### config.mk
export PLATFORM = sky130hd
export DESIGN_NAME = snap_capture_ctrl
export DESIGN_NICKNAME = d
export VERILOG_FILES = /design/src/rtl/snap_ctrl_pkg.sv /design/src/rtl/snap_edge_det.sv /design/src/rtl/snap_capture_ctrl.sv
export SDC_FILE = /design/constraint.sdc
export NUM_CORES = 1
export LEC_CHECK = 0
export BUFFER_PORTS_ARGS = -buffer_cell sky130_fd_sc_hd__buf_2
export CAP_MARGIN = 10
export CORE_MARGIN = 2
export CORE_UTILIZATION = 35
export CTS_CLUSTER_DIAMETER = 80
export DETAILED_ROUTE_END_ITERATION = 12
export GPL_TIMING_DRIVEN = 0
export PLACE_DENSITY = 0.68
export SETUP_SLACK_MARGIN = 0.2
export SLEW_MARGIN = 20
export SYNTH_ARGS = -nofsm -noshare
export SYNTH_HDL_FRONTEND = slang
export SYNTH_SLANG_ARGS = --single-unit
export TNS_END_PERCENT = 5
### constraint.sdc
create_clock -name user_clk -period 3.59 [get_ports user_clk]
set_input_delay 0.1795 -clock user_clk [delete_from_list [all_inputs] [get_ports user_clk]]
set_output_delay 0.1795 -clock user_clk [all_outputs]
set_load 0.005 [all_outputs]
### src/rtl/snap_ctrl_pkg.sv
// Shared types and bit positions for the snapshot capture controller.
package snap_ctrl_pkg;

    typedef enum logic [1:0] {
        ST_IDLE    = 2'd0,
        ST_ARMED   = 2'd1,
        ST_CAPTURE = 2'd2,
        ST_DONE    = 2'd3
    } state_t;

    localparam int ARM_BIT       = 0;
    localparam int TRIG_IMM_BIT  = 1;
    localparam int IGN_VALID_BIT = 2;

    localparam int DONE_BIT = 31;
    localparam int BUSY_BIT = 30;

    function automatic logic is_busy(input state_t s);
        return (s == ST_ARMED) || (s == ST_CAPTURE);
    endfunction

endpackage

### src/rtl/snap_edge_det.sv
// Single-bit rising-edge detector; the first clock after reset only loads history,
// so a level already high at reset release never looks like an edge.
module snap_edge_det (
    input  logic clk,
    input  logic rst_n,
    input  logic sig,
    output logic rise
);

    logic prev;
    logic primed;

    always_ff @(posedge clk or negedge rst_n) begin
        if (!rst_n) begin
            prev   <= 1'b0;
            primed <= 1'b0;
        end else begin
            prev   <= sig;
            primed <= 1'b1;
        end
    end

    assign rise = primed & sig & ~prev;

endmodule

### src/rtl/snap_capture_ctrl.sv
// Snapshot capture controller: arms from a software rising edge, waits for a trigger,
// then fills a 2**ADDR_W-word buffer once and reports done/busy/count.
module snap_capture_ctrl
    import snap_ctrl_pkg::*;
#(
    parameter int ADDR_W = 11,
    parameter int DATA_W = 32
) (
    input  logic              user_clk,
    input  logic              user_rst_n,
    input  logic [31:0]       ctrl_reg,
    input  logic [DATA_W-1:0] din,
    input  logic              din_valid,
    input  logic              trig,
    output logic [ADDR_W-1:0] bram_addr,
    output logic [DATA_W-1:0] bram_data,
    output logic              bram_we,
    output logic [31:0]       status_out
);

    localparam logic [ADDR_W:0] LAST_ADDR = {1'b0, {ADDR_W{1'b1}}};

    state_t          state;
    logic [ADDR_W:0] count;
    logic            arm;
    logic            trig_hit;
    logic            cap_cycle;
    logic            wr;
    logic [31:0]     status_next;
    logic            unused_ctrl;

    assign unused_ctrl = ^ctrl_reg[31:3];

    snap_edge_det u_arm_edge (
        .clk   (user_clk),
        .rst_n (user_rst_n),
        .sig   (ctrl_reg[ARM_BIT]),
        .rise  (arm)
    );

    // An arm event pre-empts everything else, including a capture write in that cycle.
    assign trig_hit  = trig | ctrl_reg[TRIG_IMM_BIT];
    assign cap_cycle = !arm && ((state == ST_CAPTURE) || (state == ST_ARMED && trig_hit));
    assign wr        = cap_cycle && (din_valid || ctrl_reg[IGN_VALID_BIT]);

    always_comb begin
        status_next             = '0;
        status_next[ADDR_W:0]   = count;
        status_next[DONE_BIT]   = (state == ST_DONE);
        status_next[BUSY_BIT]   = is_busy(state);
    end

    always_ff @(posedge user_clk or negedge user_rst_n) begin
        if (!user_rst_n) begin
            state      <= ST_IDLE;
            count      <= '0;
            bram_addr  <= '0;
            bram_data  <= '0;
            bram_we    <= 1'b0;
            status_out <= '0;
        end else begin
            status_out <= status_next;
            bram_we    <= wr;
            if (wr) begin
                bram_addr <= count[ADDR_W-1:0];
                bram_data <= din;
                count     <= count + 1'b1;
            end
            if (arm) begin
                state <= ST_ARMED;
                count <= '0;
            end else begin
                case (state)
                    ST_ARMED:   if (trig_hit) state <= ST_CAPTURE;
                    default:    ;
                endcase
                // The last address fills the buffer; count is left at 2**ADDR_W.
                if (wr && count == LAST_ADDR) state <= ST_DONE;
            end
        end
    end

endmodule

# --- Word-level counts from Yosys, hierarchy flattened ---
# Index checks and enable logic that the tools add are counted.
classes:
  add_sub_neg: 1
  n_eq_ne: 4
  mux: 6
  n_bitwise: 4
  n_reduce_logical: 12
op_table:
  columns: ["op", "count"]
  rows:
  - ["$mux W12", 2]
  - ["$add A12 B1 Y12 const B", 1]
  - ["$eq A12 B11 Y1 const B", 1]
  - ["$mux W2", 4]
  - ["$reduce_bool A3 Y1", 2]
  - ["$eq A2 B2 Y1 const B", 2]
  - ["$logic_and A1 B1 Y1", 4]
  - ["$logic_or A1 B1 Y1", 3]
  - ["$and A1 B1 Y1", 2]
  - ["$eq A2 B1 Y1 const B", 1]
  - ["$reduce_and A2 Y1", 1]
  - ["$reduce_bool A2 Y1", 1]
  - ["$logic_not A1 Y1", 1]
  - ["$not A1 Y1", 1]
  - ["$or A1 B1 Y1", 1]
totals:
  regBits: 74
  in_bits: 68

# --- Longest topological paths before layout ---
# Gate-level depths: netlist of the first run.
depth:
  depth_word: 8
  ltp_mapped: 8
  mapped_depth_nobuf: 6

# --- By module ---
# A second synthesis of the first run with hierarchy kept.
unflattened:
  hier_cells: 203
  area_unflattened_um2: 2945.3
modules_own_cells:
  columns: ["mod", "n_inst", "cells_each", "area_per_inst_um2", "seq_area_each_um2"]
  rows:
  - ["snap_capture_ctrl", 1, 199, 2882.8, 1801.7]
  - ["snap_edge_det", 1, 4, 62.6, 50.0]

# --- Worst setup path after synthesis of the first run ---
# Ideal clock, no wire load.
synth_timing:
  path_kind: "flip-flop to flip-flop"
  start: "register state[1]"
  end: "register bram_addr[0]"
  setup_ns: 0.125
  arrival_time_ns: 1.627
  t_required_ns: 3.465
  setup_slack_ns: 1.839
  path_stages_with_launch: 9
  path_buffers: 2
  path_cell_list: "dfrtp_1 > inv_1 > ha_1 > o21a_4 > o21ai_4 > nand2b_1 > buf_4 > buf_6 > mux2_2"
synth_via:
  elab_chain_len: 5
synth_lines:
  columns: ["item", "line_no", "text"]
  rows:
  - ["start: declaration", "snap_capture_ctrl.sv:23", "state_t state;"]
  - ["start signal: assignment", "snap_capture_ctrl.sv:55", "state <= ST_IDLE;"]
  - ["start signal: assignment", "snap_capture_ctrl.sv:70", "state <= ST_ARMED;"]
  - ["start signal: assignment", "snap_capture_ctrl.sv:74", "ST_ARMED: if (trig_hit) state <= ST_CAPTURE;"]
  - ["$eq A2 B1 Y1", "snap_capture_ctrl.sv:43", "assign cap_cycle = !arm && ((state == ST_CAPTURE) || (state == ST_ARMED && trig_hit));"]
  - ["$logic_and A1 B1 Y1", "snap_capture_ctrl.sv:43", null]
  - ["$logic_or A1 B1 Y1 (*)", "snap_capture_ctrl.sv:43", null]
  - ["$logic_and A1 B1 Y1 (*)", "snap_capture_ctrl.sv:43", null]
  - ["$logic_and A1 B1 Y1 (*)", "snap_capture_ctrl.sv:44", "assign wr = cap_cycle && (din_valid || ctrl_reg[IGN_VALID_BIT]);"]
  - ["end signal: assignment", "snap_capture_ctrl.sv:65", "bram_addr <= count[ADDR_W-1:0];"]
  - ["end: declaration", "snap_capture_ctrl.sv:15", "output logic [ADDR_W-1:0] bram_addr,"]
# Every way passes the cells marked *; elsewhere a longest branch is shown, timed or not.
# A chain may end at the register's enable or synchronous reset.

# --- Final worst setup path of the first run ---
layout_timing:
  start: "register state[1]"
  end: "register bram_addr[3]"
# Same word-level chain as after synthesis.

==> results of run 1 <==
==> kinds of logic after synthesis <==
| logic type | after synthesis | share of synthesized area |
|---|---|---|
| DFF | 74 | 0.623 |
| muxes | 44 | 0.166 |
| and+or+nand+nor | 29 | 0.0522 |
| buffers and inverters | 29 | 0.0711 |
| AOI/OAI and AO/OA | 24 | 0.0593 |
| adders and majority gates | 4 | 0.0168 |
| xor gates and xnor gates | 3 | 0.00884 |
| other | 2 | 0.00253 |
==> cells in the final DEF (no fill, tap or decap), types with 4 or more instances in the layout <==
cell type,count
a21oi_1,7
nand3_1,4
ha_1,4
nand2_1,4
inv_1,5
nor2_1,6
o211ai_1,4
dfrtp_1,74
mux2_2,43
clkbuf_8,11
buf_4,20
conb_1,19
buf_2,96
o21ai_0,4
buf_6,4
or3_1,4
==> how the worst min path moves through the flow <==
stage	cells past startpoint	start	slack, ns	endpoint
after global placement	1	ctrl_reg[0]	0.30	u_arm_edge.prev
after floorplan	0	user_rst_n	-0.12	bram_addr[0]
after CTS	2	din[2]	0.04	bram_data[2]
after detailed placement	1	user_rst_n	0.10	bram_addr[8]
after global routing	2	din[15]	0.04	bram_data[15]
final	2	din[2]	0.06	bram_data[2]
==> power groups by stage <==
| stage | Sequential, mW | Combinational [mW] | Clock (mW) |
|---|---|---|---|
| 6_report | 1.24 | 0.954 | 0.565 |
| 3_3_place_gp | 1.25 | 0.944 | 0 |
| 5_1_grt | 1.28 | 1.07 | 0.638 |
| 4_1_cts | 1.25 | 0.979 | 0.594 |
| 3_5_place_dp | 1.27 | 0.976 | 0 |
| 2_1_floorplan | 1.28 | 0.563 | 0 |
==> metrics by stage <==
| stage | worst slack [ns] | cell area, um^2 | hold slack, ns |
|---|---|---|---|
| after floorplan | 1.84 | 3040 | -0.116 |
| after CTS | 1.62 | 3870 | 0.0424 |
| after detailed placement | 1.64 | 3680 | 0.103 |
| after global routing | 1.50 | 3870 | 0.0351 |
| after global placement | 1.68 | 3650 | 0.304 |
| final | 1.65 | 3870 | 0.0611 |
==> area by class of cell <==
class                           instances  area share
Inverter                                5     0.00485
Timing Repair Buffer                   99       0.137
Buffer                                 24      0.0498
Clock inverter                          3     0.00388
Sequential cell                        74       0.479
Clock buffer                           12      0.0401
Multi-Input combinational cell        123       0.252
Tap cell                              105      0.0340
==> sequential cells by signal, summed over array words and instances (netlist names) <==
name,count
bram_we,1
state,2
status_out,14
u_arm_edge.prev,1
bram_data,32
u_arm_edge.primed,1
count,12
bram_addr,11
==> layer usage <==
layer  GRT usage  part of all wire  vias to the layer above  wire length, um
li1            -                 -                      945                -
met1       0.154              0.43                      937             2360
met2       0.200              0.47                       72             2610
met3      0.0486             0.083                        9              459
met4      0.0571             0.018                        0              102
met5           0                 0                        -                0
==> results.yml, run 1 <==
cts:
  worstSkewPairLatency_ns: 0.34
  root_buffer: "clkbuf_8"
  clk_pin_slew_ns: 0.08
  cts_resized: 0
  cts_tree: "built"
  hold_buffers: 2
  clockBufferDepth: 2
  cts_sinks: 74
  post_cts_buffers: 0
  cts_buffers: 9
  htree_levels: 3
sta:
  fin_setup_tns_ns: 0
  clock_skew_ns: 0.0120
  clock.fmax_ghz: 0.516
  final.min_clock_period_ns: 1.94
  finalHoldViolations: 0
  rsz0062_at_grt: "false"
  final.period_utilization: 0.540
  setup_violations: 0
  slew_viol_final: 0
final_layout:
  seqCellArea_mm2: 0.00185
  antenna_cells: 0
  nFillCells: 772
  utilization: 0.471
  drive_gt1_frac: 0.544
  final_nets: 408
  multiInputGateArea_um2: 973
  instances_no_fill: 445
  area_delta_synth_final_pct: 30.1
critical_path:
  cp_slowest_cell: "dfrtp_1"
  crit_path_max_fanout: 10
  path_buf_inv: 3
  arrival_ns: 2.16
  critPathLaunchType: "flop"
  critical_path_class: "reg2reg"
  critPathRequiredTime_ns: 3.81
  worstSetupPathDepth: 8
  rr_worst_depth: 8
  cp-endpoint: "bram_addr[3]"
  rr_endpoint: "bram_addr[3]"
  r2r_setup_slack_ns: 1.65
  setup.worst_path.start: "state[1]"
  cp_top_family: "buffers and inverters"
  slowest_delay_ns: 0.41
  cp-end-kind: "flop"
  r2r-start: "state[1]"
  cp_cell_sequence: "inv_1 -> ha_1 -> o21a_4 -> o21ai_4 -> nand2b_1 -> buf_4 -> buf_6 -> mux2_2"
pwr:
  clkPwrFrac: 0.204
  power_density_mw_per_mm2: 714
  peakVddDrop_v: 0.000388
  p_sw_mw: 0.815
  p_sw_frac: 0.295
  p_comb_frac: 0.345
  internal_power_mw: 1.95
  power_mw: 2.76
  seq_power_share: 0.450
  p_leak_nw: 2.01
yosys:
  synth_edf_count: 0
  netlist_top_cells_count: "dfrtp_1, mux2_2, buf_4"
  syn_avg_cell_area_um2: 14.2
  yosysSeqAreaShare: 0.623
  yosysTopAreaCell: "dfrtp_1"
  synth_cell_type_count: 32
  yosysWarnings: 0
  yosysMostFrequentCell: "dfrtp_1"
  synth_area_leaders: "dfrtp_1, mux2_2, buf_4"
  ys.flop_type: "dfrtp_1"
  synth.cell_area_mm2: 0.00297
  synthArstFlopShare: 1.00
  synth-seq-cells: 74
  synth_cells: 209
  yosys.area.top_type_share: 0.623
grt:
  globalRouteTotalUtil: 0.127
  grt_pass1_vias: 1927
  grt-ovfl-total: 0
  grt_pass1_wl_um: 8760
  antenna_found_initial: 0
  grt_max_degree: 53
detailed_routing:
  ant_nets: 0
  vias: 1963
  drtIter0Drc: 72
  drtPass1Iterations: 4
  wl_per_cell_um: 12.4
  wirelength_um: 5530
  vias_per_cell: 4.41
  drc: 0
floorplanning:
  die_h_um: 96.2
  ios: 144
  num_rows: 33
  die-area_mm2: 0.00925
  initial_core_util: 0.362
  coreArea_mm2: 0.00822
  die_w_um: 96.2
placed_design:
  numPortBuffers: 96
  gp_congestion: 0.719
  place_hpwl_um: 4070
  dp.cells: 428
run:
  cap_violations: 0
min_path:
  hold_class: "in2reg"
outcome:
  outcome: "finished, final reports clean"
No activity file was read; power rests on OpenSTA's default activity.
==> run 2: changes to the inputs <==
==> constraint.sdc (replaced) <==
create_clock -name user_clk -period 2 [get_ports user_clk]
set_input_delay 0.1 -clock user_clk [delete_from_list [all_inputs] [get_ports user_clk]]
set_output_delay 0.1 -clock user_clk [all_outputs]
set_load 0.005 [all_outputs]
==> run 2 against run 1 <==
  * Clock skew decreased by 0.0021 ns
  * Non-clock buffer count increased by 42
  * Worst hold slack improved by 0.12 ns
  * Sequential share of layout area decreased by 7.2 points
  * Maximum frequency increased by 7.1%
  * Global-route usage increased by 1.2 points
  * Critical path depth unchanged
  * Register-to-register slack got worse by 1.5 ns
  * Largest cell class unchanged
  * Combinational power increased to 2.7 times the previous value
  * First-iteration DRC count decreased by 22%
  * Via count increased by 8.5%
==> results.yml, run 2 (synthesis gave the netlist of run 1 again) <==
grt:
  globalRouteTotalUtil: 0.138
  grt_pass1_vias: 2157
  grt_pass1_wl_um: 9580
  grt_max_degree: 53
  grt-ovfl-total: 0
  antenna_found_initial: 0
detailed_routing:
  vias: 2129
  ant_nets: 0
  vias_per_cell: 4.37
  drtPass1Iterations: 4
  drc: 0
  wirelength_um: 6730
  drtIter0Drc: 56
  wl_per_cell_um: 13.8
critical_path:
  critPathRequiredTime_ns: 2.22
  path_buf_inv: 3
  critPathLaunchType: "flop"
  cp_slowest_cell: "dfrtp_1"
  cp_cell_sequence: "inv_1 -> ha_2 -> o21a_4 -> o21ai_4 -> nand2b_4 -> buf_12 -> clkbuf_16 -> mux2_4"
  critical_path_class: "reg2reg"
  slowest_delay_ns: 0.42
  crit_path_max_fanout: 6
  cp_top_family: "flip-flops"
  cp-end-kind: "flop"
  arrival_ns: 2.04
cts:
  root_buffer: "clkbuf_8"
  clk_pin_slew_ns: 0.08
  cts_tree: "built"
  htree_levels: 3
  clockBufferDepth: 2
  worstSkewPairLatency_ns: 0.35
  cts_buffers: 9
  cts_sinks: 74
placed_design:
  place_hpwl_um: 4070
  gp_congestion: 0.719
  numPortBuffers: 96
final_layout:
  antenna_cells: 0
  area_delta_synth_final_pct: 53.3
  utilization: 0.555
  final_common_cell: "buf_2"
  final_nets: 450
  reg.largest.list: "bram_data x32, status_out x14, count x12"
  nFillCells: 704
  top_register: "bram_data"
  final_cell_mix: "buf_2, dfrtp_1, mux2_4"
  drive_gt1_frac: 0.518
  largest_reg_flops: 32
sta:
  fin_setup_tns_ns: 0
  final.min_clock_period_ns: 1.81
  slew_viol_final: 0
  setup_violations: 0
  rsz0062_at_grt: "true"
  clock.fmax_ghz: 0.552
  hold_slack_ns: 0.185
  finalHoldViolations: 0
  clock_skew_ns: 0.00989
  final.period_utilization: 0.906
pwr:
  power_density_mw_per_mm2: 1290
  p_leak_nw: 2.42
  power_mw: 5.89
  peakVddDrop_v: 0.000812
floorplanning:
  num_rows: 33
  initial_core_util: 0.362
  coreArea_mm2: 0.00822
  die_w_um: 96.2
  die_h_um: 96.2
  die-area_mm2: 0.00925
  ios: 144
min_path:
  hold_class: "in2async"
outcome:
  outcome: "finished, final reports clean"
run:
  cap_violations: 0
-- run 2: changes by cell type in the layout (fill, tap and decap cells not counted), sizes merged --
cell | previous run | this run
clkbuf | 12 | 17
dlygate4sd3 | 2 | 34
buf | 121 | 126
-- run 2: layout make-up --
type,instances,area (um^2),share of cell area
Multi-Input combinational cell,123,1130,0.248
Clock buffer,12,155,0.0340
Tap cell,105,131,0.0288
Sequential cell,74,1850,0.406
Inverter,5,18.8,0.00412
Timing Repair Buffer,141,1030,0.225
Clock inverter,3,15.0,0.00329
Buffer,24,230,0.0505
-- run 2: per-layer routing --
| layer | GRT usage | vias to the layer above | part of all wire |
|---|---|---|---|
| met5 | 0 | - | 0 |
| met4 | 0.0583 | 0 | 0.015 |
| met3 | 0.0486 | 9 | 0.064 |
| met2 | 0.235 | 70 | 0.48 |
| met1 | 0.158 | 1022 | 0.44 |
| li1 | - | 1028 | - |
-- run 2: metrics by stage --
| step | setup WS (ns) | cell area (um^2) | cells |
|---|---|---|---|
| after floorplan | 0.249 | 3040 | 226 |
| after global placement | 0.0939 | 3650 | 427 |
| final | 0.189 | 4560 | 487 |
| after detailed placement | 0.0538 | 3680 | 428 |
| after CTS | 0.150 | 4230 | 479 |
| after global routing | 0.0783 | 4560 | 487 |
-- run 2: worst paths after layout --
check	from	end	slack, ns	cells past startpoint
worst max register to register	state[1]	bram_data[5]	0.19	8
worst min register to register	count[11]	status_out[11]	0.43	0
min in group user_clk	trig	state[1]	0.24	4
worst max-delay path	state[1]	bram_data[5]	0.19	8
worst min-delay path	user_rst_n	count[6]	0.19	2
max in group asynchronous	user_rst_n	bram_data[11]	1.27	3
-- run 2: timing repair --
| item | in CTS | in global routing |
|---|---|---|
| hold endpoints to repair | 88 | 1 |
| setup buffers | 3 | 2 |
| pin swaps | 1 | 1 |
| gates resized for setup | 5 | 45 |
| setup endpoints to repair | 40 | 47 |
| cloned | 0 | 5 |
| hold buffers | 33 | 1 |
-- run 2: power by group --
group	switching (mW)	total, mW	internal (mW)
Combinational	0.919	2.59	1.67
Clock	0.524	1.03	0.506
Sequential	0.275	2.27	1.99
Total	1.72	5.89	4.17
